<file path="config.mk">
export PLATFORM = sky130hd
export DESIGN_NAME = rstn_seq_flat
export DESIGN_NICKNAME = d
export VERILOG_FILES = /design/src/rtl/rstn_seq_if.sv /design/src/rtl/rstn_seq.sv /design/src/flat_wrapper.sv
export SDC_FILE = /design/constraint.sdc
export NUM_CORES = 1
export LEC_CHECK = 0
export CELL_PAD_IN_SITES_DETAIL_PLACEMENT = 1
export CELL_PAD_IN_SITES_GLOBAL_PLACEMENT = 2
export CORE_AREA = 4 4 57 59
export DETAILED_ROUTE_END_ITERATION = 7
export DIE_AREA = 0 0 61 63
export HOLD_SLACK_MARGIN = 0.08
export PLACE_DENSITY = 0.74
export SLEW_MARGIN = 15
export SYNTH_ARGS = -nofsm -noshare
export SYNTH_HDL_FRONTEND = slang
export SYNTH_SLANG_ARGS = --single-unit
</file>
<file path="constraint.sdc">
create_clock -name i_clk -period 2.6 [get_ports i_clk]
set_clock_uncertainty 0.1 [all_clocks]
set_input_delay 0.52 -clock i_clk [delete_from_list [all_inputs] [get_ports i_clk]]
set_output_delay 0.52 -clock i_clk [all_outputs]
set_load 0.05 [all_outputs]
</file>
<file path="src/rtl/rstn_seq_if.sv">
// Control/status bundle of the reset sequencer: scan bypass and software
// reset requests in, per-channel resets and the done flag out.
interface rstn_seq_if #(
  parameter int NUM_CH = 4
) ();
  logic              i_test_mode;
  logic              i_sw_rst;
  logic [NUM_CH-1:0] o_rstn;
  logic              o_done;

  modport master (
    output i_test_mode,
    output i_sw_rst,
    input  o_rstn,
    input  o_done
  );

  modport slave (
    input  i_test_mode,
    input  i_sw_rst,
    output o_rstn,
    output o_done
  );
endinterface

</file>
<file path="src/rtl/rstn_seq.sv">
// Reset synchroniser and sequencer: asserts every channel asynchronously and
// releases them one by one in index order, REL_DLY cycles apart.
module rstn_seq #(
  parameter int NUM_CH      = 4,
  parameter int SYNC_STAGES = 2,
  parameter int REL_DLY     = 8
) (
  input  logic      i_clk,
  input  logic      i_rstn,
  rstn_seq_if.slave io
);
  localparam int CNT_W = $clog2(REL_DLY + 1);
  localparam int CH_W  = (NUM_CH > 1) ? $clog2(NUM_CH) : 1;
  localparam logic [CNT_W-1:0] CNT_LAST = CNT_W'(REL_DLY - 1);
  localparam logic [CH_W-1:0]  CH_LAST  = CH_W'(NUM_CH - 1);

  typedef enum logic [1:0] {
    HOLD,
    SEQ,
    DONE
  } state_t;

  logic [SYNC_STAGES-1:0] r_sync;
  state_t                 r_state, w_stateNext;
  logic [CNT_W-1:0]       r_cnt, w_cntNext;
  logic [CH_W-1:0]        r_ch, w_chNext;
  logic                   r_swHold, w_swHoldNext;
  logic [NUM_CH-1:0]      r_rstn, w_rstnNext;
  logic                   r_done, w_doneNext;
  logic                   w_syncOk;
  logic                   w_syncArm;

  always_ff @(posedge i_clk or negedge i_rstn) begin
    if (!i_rstn) begin
      r_sync <= '0;
    end else begin
      r_sync <= {r_sync[SYNC_STAGES-2:0], 1'b1};
    end
  end

  // Leaving HOLD on the very edge where sync_ok rises makes the first release
  // gap start at that edge, so channel k is released (k+1)*REL_DLY edges later.
  assign w_syncOk  = r_sync[SYNC_STAGES-1];
  assign w_syncArm = r_sync[SYNC_STAGES-2];

  always_ff @(posedge i_clk or negedge i_rstn) begin
    if (!i_rstn) begin
      r_state  <= HOLD;
      r_cnt    <= '0;
      r_ch     <= '0;
      r_swHold <= 1'b0;
      r_rstn   <= '0;
      r_done   <= 1'b0;
    end else begin
      r_state  <= w_stateNext;
      r_cnt    <= w_cntNext;
      r_ch     <= w_chNext;
      r_swHold <= w_swHoldNext;
      r_rstn   <= w_rstnNext;
      r_done   <= w_doneNext;
    end
  end

  always_comb begin
    w_stateNext  = r_state;
    w_cntNext    = r_cnt;
    w_chNext     = r_ch;
    w_swHoldNext = r_swHold;
    w_rstnNext   = r_rstn;
    w_doneNext   = r_done;
    case (r_state)
      HOLD: begin
        // A software reset holds all outputs low for REL_DLY cycles; the
        // synchroniser is already settled then, so only the counter matters.
        if (r_swHold) begin
          if (r_cnt == CNT_LAST) begin
            w_stateNext  = SEQ;
            w_cntNext    = '0;
            w_chNext     = '0;
            w_swHoldNext = 1'b0;
          end else begin
            w_cntNext = r_cnt + CNT_W'(1);
          end
        end else if (w_syncArm && !w_syncOk) begin
          w_stateNext = SEQ;
          w_cntNext   = '0;
          w_chNext    = '0;
        end
      end
      SEQ: begin
        if (r_cnt == CNT_LAST) begin
          w_rstnNext[r_ch] = 1'b1;
          w_cntNext        = '0;
          if (r_ch == CH_LAST) begin
            w_doneNext  = 1'b1;
            w_stateNext = DONE;
          end else begin
            w_chNext = r_ch + CH_W'(1);
          end
        end else begin
          w_cntNext = r_cnt + CNT_W'(1);
        end
      end
      DONE: begin
        if (io.i_sw_rst) begin
          w_rstnNext   = '0;
          w_doneNext   = 1'b0;
          w_stateNext  = HOLD;
          w_cntNext    = '0;
          w_swHoldNext = 1'b1;
        end
      end
      default: begin
        w_stateNext = HOLD;
      end
    endcase
  end

  // Scan bypass hands every output straight to the pin reset.
  assign io.o_rstn = io.i_test_mode ? {NUM_CH{i_rstn}} : r_rstn;
  assign io.o_done = io.i_test_mode ? i_rstn : r_done;
endmodule
</file>
<file path="src/flat_wrapper.sv">
// flat-port wrapper written by rule: the top's interface ports become plain ports
module rstn_seq_flat 
#(
  parameter int NUM_CH      = 4,
  parameter int SYNC_STAGES = 2,
  parameter int REL_DLY     = 8
)
  (i_clk, i_rstn, io_i_test_mode, io_i_sw_rst, io_o_rstn, io_o_done);
  rstn_seq_if #(.NUM_CH(NUM_CH)) io_i ();
  input  logic i_clk;
  input  logic i_rstn;
  input wire logic [$bits(io_i.i_test_mode)-1:0] io_i_test_mode;
  input wire logic [$bits(io_i.i_sw_rst)-1:0] io_i_sw_rst;
  output wire logic [$bits(io_i.o_rstn)-1:0] io_o_rstn;
  output wire logic [$bits(io_i.o_done)-1:0] io_o_done;
  assign io_i.i_test_mode = io_i_test_mode;
  assign io_i.i_sw_rst = io_i_sw_rst;
  assign io_o_rstn = io_i.o_rstn;
  assign io_o_done = io_i.o_done;
  rstn_seq #(.NUM_CH(NUM_CH), .SYNC_STAGES(SYNC_STAGES), .REL_DLY(REL_DLY)) u_core (.i_clk(i_clk), .i_rstn(i_rstn), .io(io_i));
endmodule
</file>
Yosys cells after proc, flatten, opt, wreduce, memory -nomap -nowiden

Index checks and enable logic that the tools add are counted.
Widths: inputs -> output; s select.

Reductions and logical operators: 14
Mux-type cells: 32
Shifts and indexed selects: 0
Equal/unequal tests: 10
Add/subtract/negate cells: 2
Multipliers: 0
$lt $le $gt $ge: 2
Bitwise operators: 1
Div/mod/pow operators: 0

Operators by type and width:

| operator            | count |
|---|---|
| $mux 4              | 6 |
| $mux 2              | 11 |
| $pmux 4 s3          | 1 |
| $reduce_and 5->1    | 2 |
| $mux 1              | 8 |
| $pmux 4 s2          | 1 |
| $pmux 2 s3          | 1 |
| $reduce_and 3->1    | 2 |
| $reduce_bool 2->1   | 3 |
| $add 4x1->4 const B | 1 |
| $eq 2x2->1 const B  | 2 |
| $eq 4x3->1 const B  | 1 |
| $ne 2x1->1 const B  | 2 |
| $ne 2x2->1 const B  | 2 |
| $or 4x4->4          | 1 |
| $pmux 1 s2          | 2 |
| $pmux 2 s2          | 1 |
| $reduce_and 4->1    | 1 |
| $lt 2x3->1 const B  | 1 |
| $ne 3x1->1 const B  | 1 |
| $ne 3x3->1 const B  | 1 |
| $reduce_bool 3->1   | 1 |
| $add 2x1->2 const B | 1 |
| $demux 1 s2         | 1 |
| 6 further kinds     | 7 |

Memories kept: 0
Output and inout bits: 5
Logic and storage cells: 68
Bits in latches: 0
Bits in read-only memories: 0
Register bits: 16
Bits in writable memories: 0

Longest topological paths before layout

Gate-level depths: netlist of run 1.

Depth in word-level cells: 7
Gate-level depth with buffers: 6
Mapped depth without buffers: 6

Worst setup path before layout of run 1

No wires, ideal clock.

Path type: input -> output
From: in io_i_test_mode
To: out io_o_done
Stages on the path: 1
Slack: 364 ps
Data arrival time: 1,616 ps
Required time: 1,980 ps
Buffers on the path: 0
Path through: o21ai_0

Word-level cells in the longest chain between the ends: 1

RTL lines:

| what            | RTL line           | text |
|---|---|---|
| start, declared | flat_wrapper.sv:12 | `input wire logic [$bits(io_i.i_test_mode)-1:0] io_i_test_mode;` |
| $mux 1          | rstn_seq.sv:121    | `assign io.o_done = io.i_test_mode ? i_rstn : r_done;` |
| end, declared   | flat_wrapper.sv:15 | `output wire logic [$bits(io_i.o_done)-1:0] io_o_done;` |

No other way between the ends.

Final worst setup path of run 1

From: in io_i_test_mode
To: out io_o_rstn[3]

Word-level cells in the longest chain between the ends: 1

RTL lines:

| what          | RTL line           | text |
|---|---|---|
| $mux 4        | rstn_seq.sv:120    | `assign io.o_rstn = io.i_test_mode ? {NUM_CH{i_rstn}} : r_rstn;` |
| end, declared | flat_wrapper.sv:14 | `output wire logic [$bits(io_i.o_rstn)-1:0] io_o_rstn;` |

No other way between the ends.

==> results of run 1 <==
final cells by class:
class	instances	area, µm²	area share, %
clock buffer	4	36.3	3.13
inverter	11	41.3	3.56
multi-input combinational	70	504	43.5
sequential	16	400	34.6
tap	31	38.8	3.35
timing repair buffer	9	138	11.9
worst reg2reg max path, stage by stage, from the launching register on:
cell     delay [ns]
dfrtp_1        0.40
inv_1          0.09
ha_1           0.24
nor2b_1        0.15
a311o_1        0.40
or3_4          0.43
o31ai_2        0.17
power groups by stage:
stage	clock (mW)	sequential [mW]	combinational, mW
floorplan	0	0.335	0.301
global placement	0	0.345	0.415
detailed placement	0	0.346	0.429
CTS	0.177	0.341	0.429
global route	0.190	0.350	0.483
finish	0.167	0.340	0.419
path summary, 6_finish.rpt:
path / endpoint / startpoint / cells after the start / slack (ns)
max in group asynchronous: u_core.r_cnt[3] / i_rstn / 2 / 1.74
min in group asynchronous: u_core.r_rstn[0] / i_rstn / 2 / 0.48
hold / removal: u_core.r_sync[1] / u_core.r_sync[0] / 0 / 0.34
setup reg to reg: u_core.r_cnt[3] / u_core.r_state[0] / 6 / 0.54
hold reg to reg: u_core.r_sync[1] / u_core.r_sync[0] / 0 / 0.34
setup / recovery: io_o_rstn[3] / io_i_test_mode / 4 / 0.39
stage by stage:
stage / hold WS (ns) / power (mW)
floorplan: 0.124 / 0.636
global placement: 0.323 / 0.759
detailed placement: 0.323 / 0.775
CTS: 0.351 / 0.947
global route: 0.360 / 1.02
finish: 0.344 / 0.927
sequential cells by signal, summed over array words and instances, names as in the netlist:
register / flops
u_core.r_cnt: 4
u_core.r_swHold: 1
u_core.r_state: 2
u_core.r_ch: 2
u_core.r_done: 1
u_core.r_sync: 2
u_core.r_rstn: 4
metal layers:
metal  vias up  track usage [%]
li1        371                -
met1       383             15.6
met2        10             21.3
met3         0             2.48
met4         0             4.07
met5         -                0
cells by family (layout without fill, tap and decap cells):
kind of cell / Yosys count / count (layout)
muxes: 2 / 2
AOI/OAI and AO/OA: 29 / 29
buffers and inverters: 11 / 24
other: 1 / 1
adders and majority gates: 10 / 10
DFF: 16 / 16
and+or+nand+nor: 28 / 28
placed cells by master, fill, tap and decap left out:
cell type / synthesis / layout
nand2b_4: 1 / 1
nand2b_1: 2 / 2
a32o_1: 1 / 1
mux2_1: 1 / 1
o21ai_0: 9 / 9
clkbuf_8: 0 / 1
o211a_1: 1 / 1
or4b_1: 1 / 1
o21ai_1: 4 / 4
o31ai_2: 1 / 1
conb_1: 1 / 1
nand3b_1: 1 / 1
a311o_1: 1 / 1
nand3_1: 5 / 5
nand2_1: 12 / 12
a22o_1: 1 / 1
ha_1: 10 / 10
buf_12: 0 / 5
clkdlybuf4s50_1: 0 / 3
inv_1: 11 / 11
mux2i_1: 1 / 1
nor2b_1: 1 / 1
dfrtp_1: 16 / 16
a41oi_1: 2 / 2
a22oi_1: 4 / 4
o311ai_0: 1 / 1
o2111ai_1: 1 / 1
and3b_1: 1 / 1
a21o_1: 1 / 1
or3_4: 1 / 1
nor2_1: 2 / 2
buf_4: 0 / 1
clkbuf_4: 0 / 3
a31oi_1: 2 / 2
nor3_1: 1 / 1
==> run metrics, run 1 <==
LEAKAGE 0.556 nW; clk sinks 16; Pint 565 µW; floorplan core area 2710 µm²; Max Fclk 0.452 GHz; dominant cells by area after synthesis dfrtp_1, ha_1, o21ai_0; switch share 39.0%; met3 wire length 68 µm; # H-tree levels 1; crit path buf inv count 2; Initial Util 34.9%; mux cell area share after synthesis 2.25%; Via density 5.42; PostCTS Resize Cnt 0; Netlist cell types 30; largest net degree at the start of global routing 17; initial drt markers 22; kind of critical path primary input to output pin; Synth Area in Adders 13.2%; top cells by count, synth dfrtp_1, nand2_1, inv_1; total iterations of the first detailed-routing run 4; CTS tree built; Max VDD drop 0.000388 V; Final Util 42.8%; top-count cell post-synth dfrtp_1; total negative setup slack 0 ns; uppermost routed layer met3; Final WS setup 0.390 ns; Clk pwr share 18.1%; CP peak stage delay 0.56 ns; initial antenna violation count 0; Synth Area in XOR/XNOR 0%; Slowest-stage cell, CP clkdlybuf4s50_1; post-synthesis compound-gate area fraction 21.3%; GPL Wtd Cong 0.778; pwr/cell area 800 nW/µm²; endpoints failing setup 0; Skew-Pair Late Insertion Delay 0.28 ns; hold buffers post-CTS 0; Port Buf Inserts 8; syn nets 111; largest family of logic cells by synthesized area compound AO/OA/AOI/OAI gates; Avg Cell Area, Syn 9.75 µm²; post-synth top area cell dfrtp_1; worst-path fanout max 6; Post-DRT Antenna Nets 0; Final Max Tran Viols 0; Reg clk slew, reported paths 0.10 ns; Async S/R FF share, synth 100%; WP data required 1.98 ns; share of the yosys chip area belonging to registers 42.3%; area share of the largest cell type after synthesis 42.3%; global-route wire length before repair 3.69 mm; Final Hold Viols 0; Die H 63 µm; max_cap viols 0; Psw 361 µW; Area growth syn-to-layout 22.5%; wl on met1 913 µm; number of buffers created by CTS 3; status completed; deepest clock path buffer count 2; Overflow after GRT 0; die width 61 µm; unrepaired setup endpoints after global routing no; endpoint type of the worst setup path output pin; Placed Instance Area 1120 µm²; non-filler instance count after layout 141; Worst Hold Class register to register; Final Cell Area 1160 µm²; WL final 2.10 mm; HPWL Detailed 1.63 mm; cells along the critical path clkdlybuf4s50_1 > nand2_1 > o21ai_0 > buf_12; FP Rows 19; worst slack, placed 0.327 ns; full die area 3840 µm²; Yosys Warn Count 0; Post-Synth Simple-Gate Area 16.1%; filler cell count in the final layout 318; metal2 WL 1.12 mm; number of post-CTS setup repair buffers 0; vias in the first global route 818; wire per inst 14.9 µm; Mapped Area 946 µm²; Worst setup SP type primary input; sequential power share 36.7%; final net count 125; I/O pin count 9; # placed instances 137; CP arrival 1.59 ns; via count 764; Post-synth top flop dfrtp_1; # diodes 0; minimum clock period 2.21 ns; Synth Instances 97; share of cells above drive strength 1 11.8%; period utilization 85.0%; Root Driver clkbuf_4; DRC 0; Post-synth EDFFs 0; gr usage total 12.6%; Comb pwr share 45.2%; largest delay contributor family on the critical path buffers and inverters; Synth Register Bits 16
Note: power is estimated with default switching activity, not from simulation.
==> run 2, diff against run 1 <==
--- a/config.mk
+++ b/config.mk
@@ -7,11 +7,12 @@
 export LEC_CHECK = 0
 export CELL_PAD_IN_SITES_DETAIL_PLACEMENT = 1
 export CELL_PAD_IN_SITES_GLOBAL_PLACEMENT = 2
-export CORE_AREA = 4 4 57 59
+export CORE_AREA = 4 4 43 74
 export DETAILED_ROUTE_END_ITERATION = 7
-export DIE_AREA = 0 0 61 63
+export DIE_AREA = 0 0 47 78
+export DONT_BUFFER_PORTS = 1
 export HOLD_SLACK_MARGIN = 0.08
-export PLACE_DENSITY = 0.74
+export PLACE_DENSITY = 0.71
 export SLEW_MARGIN = 15
 export SYNTH_ARGS = -nofsm -noshare
 export SYNTH_HDL_FRONTEND = slang
==> run 2 against run 1 <==
Compared with the run above:
- cell area is 6.6% lower
- clock power is 29% higher
- critical path type is now register to register
- clock-buffer cell count stayed put
- sequential cell count stayed put
- largest power group unchanged
==> run metrics, run 2 (synthesized netlist as in run 1, its figures left out) <==
status completed; Port Buf Inserts 0; WP data required 2.66 ns; full die area 3670 µm²; commonest non-fill, non-tap cell in the layout dfrtp_1; FP Rows 25; worst-path fanout max 7; Final Max Tran Viols 0; largest registers u_core.r_cnt (4), u_core.r_rstn (4); endpoints failing setup 0; unrepaired setup endpoints after global routing no; CTS tree built; pwr/cell area 879 nW/µm²; endpoint type of the worst setup path register; WL final 2.17 mm; uppermost routed layer met4; hold buffers post-CTS 1; number of buffers created by CTS 3; wl on met1 812 µm; PostCTS Resize Cnt 0; DRC 0; share of cells above drive strength 1 11.2%; LEAKAGE 0.530 nW; Die H 78 µm; HPWL Detailed 1.72 mm; Overflow after GRT 0; Skew-Pair Late Insertion Delay 0.24 ns; Final Hold Viols 0; Max VDD drop 0.000505 V; initial drt markers 7; non-filler instance count after layout 134; GPL Wtd Cong 0.726; filler cell count in the final layout 316; max_cap viols 0; Via density 5.66; # diodes 0; I/O pin count 9; floorplan core area 2630 µm²; Root Driver clkbuf_8; Max Fclk 0.481 GHz; die width 47 µm; total negative setup slack 0 ns; Worst Hold Class register to register; number of post-CTS setup repair buffers 0; via count 758; worst slack, placed 0.549 ns; global-route wire length before repair 3.64 mm; # H-tree levels 1; gr usage total 13.6%; kind of critical path register to register; clk sinks 16; wire per inst 16.2 µm; Final WS setup 0.523 ns; met3 wire length 73 µm; Reg clk slew, reported paths 0.06 ns; # placed instances 129; minimum clock period 2.08 ns; worst-margin pin slew 0.745 ns; most frequent cells in the layout dfrtp_1, nand2_1, inv_1; Initial Util 36.0%; Max-slew headroom 50.1%; metal2 WL 1.27 mm; period utilization 79.9%; deepest clock path buffer count 2; Area growth syn-to-layout 14.4%; Pwr Total 951 µW; initial antenna violation count 0; Worst setup SP type register; largest net degree at the start of global routing 17; CP arrival 2.13 ns; total iterations of the first detailed-routing run 4; vias in the first global route 790; final net count 122; Post-DRT Antenna Nets 0
==> run 2: cell types whose count changed in the layout (fill, tap and decap cells not counted), sizes merged <==
cell	delta
buf	-1
clkdlybuf4s50	-3
dlygate4sd3	+1
==> run 2: area by class of cell <==
class                           instances  area [µm²]  area share (%)
Inverter                               11        41.3            3.82
Multi-Input combinational cell         70         504            46.6
Tap cell                               27        33.8            3.12
Timing Repair Buffer                    6        47.5            4.39
Sequential cell                        16         400            37.0
Clock buffer                            4        55.1            5.09
==> run 2: per-layer routing <==
metal | up-vias | GRT usage, %
met4 | 0 | 3.32
met5 | - | 0
met3 | 2 | 2.55
met1 | 382 | 13.8
li1 | 365 | -
met2 | 9 | 25.9
==> run 2: worst max-delay path, cell delays in order (launching register included) <==
cell and delay, ns:
dfrtp_1 0.41, inv_1 0.10, ha_1 0.24, nor2b_1 0.15
a311o_1 0.40, or3_4 0.42, o31ai_2 0.17
==> run 2: path summary, 6_finish.rpt <==
kind	end	startpoint	depth (start not counted)	slack, ns
worst max register to register	u_core.r_cnt[3]	u_core.r_state[0]	6	0.52
max in group asynchronous	u_core.r_rstn[0]	i_rstn	1	1.25
worst min-delay path	u_core.r_sync[1]	u_core.r_sync[0]	0	0.33
min in group asynchronous	u_core.r_done	i_rstn	1	0.68
worst max-delay path	u_core.r_cnt[3]	u_core.r_state[0]	6	0.52
worst min register to register	u_core.r_sync[1]	u_core.r_sync[0]	0	0.33
==> run 2: stage by stage <==
step | area, µm² | util, % | hold WS (ns)
floorplan | 946 | - | 0.124
global placement | 1020 | 38.7 | 0.125
detailed placement | 1020 | 38.7 | 0.125
CTS | 1080 | 41.2 | 0.336
global route | 1080 | 41.2 | 0.356
finish | 1080 | 41.2 | 0.332
==> run 2: power breakdown <==
part           switching (mW)  internal [mW]
Clock                  0.0808          0.134
Sequential             0.0470          0.297
Combinational           0.233          0.159
Total                   0.361          0.590
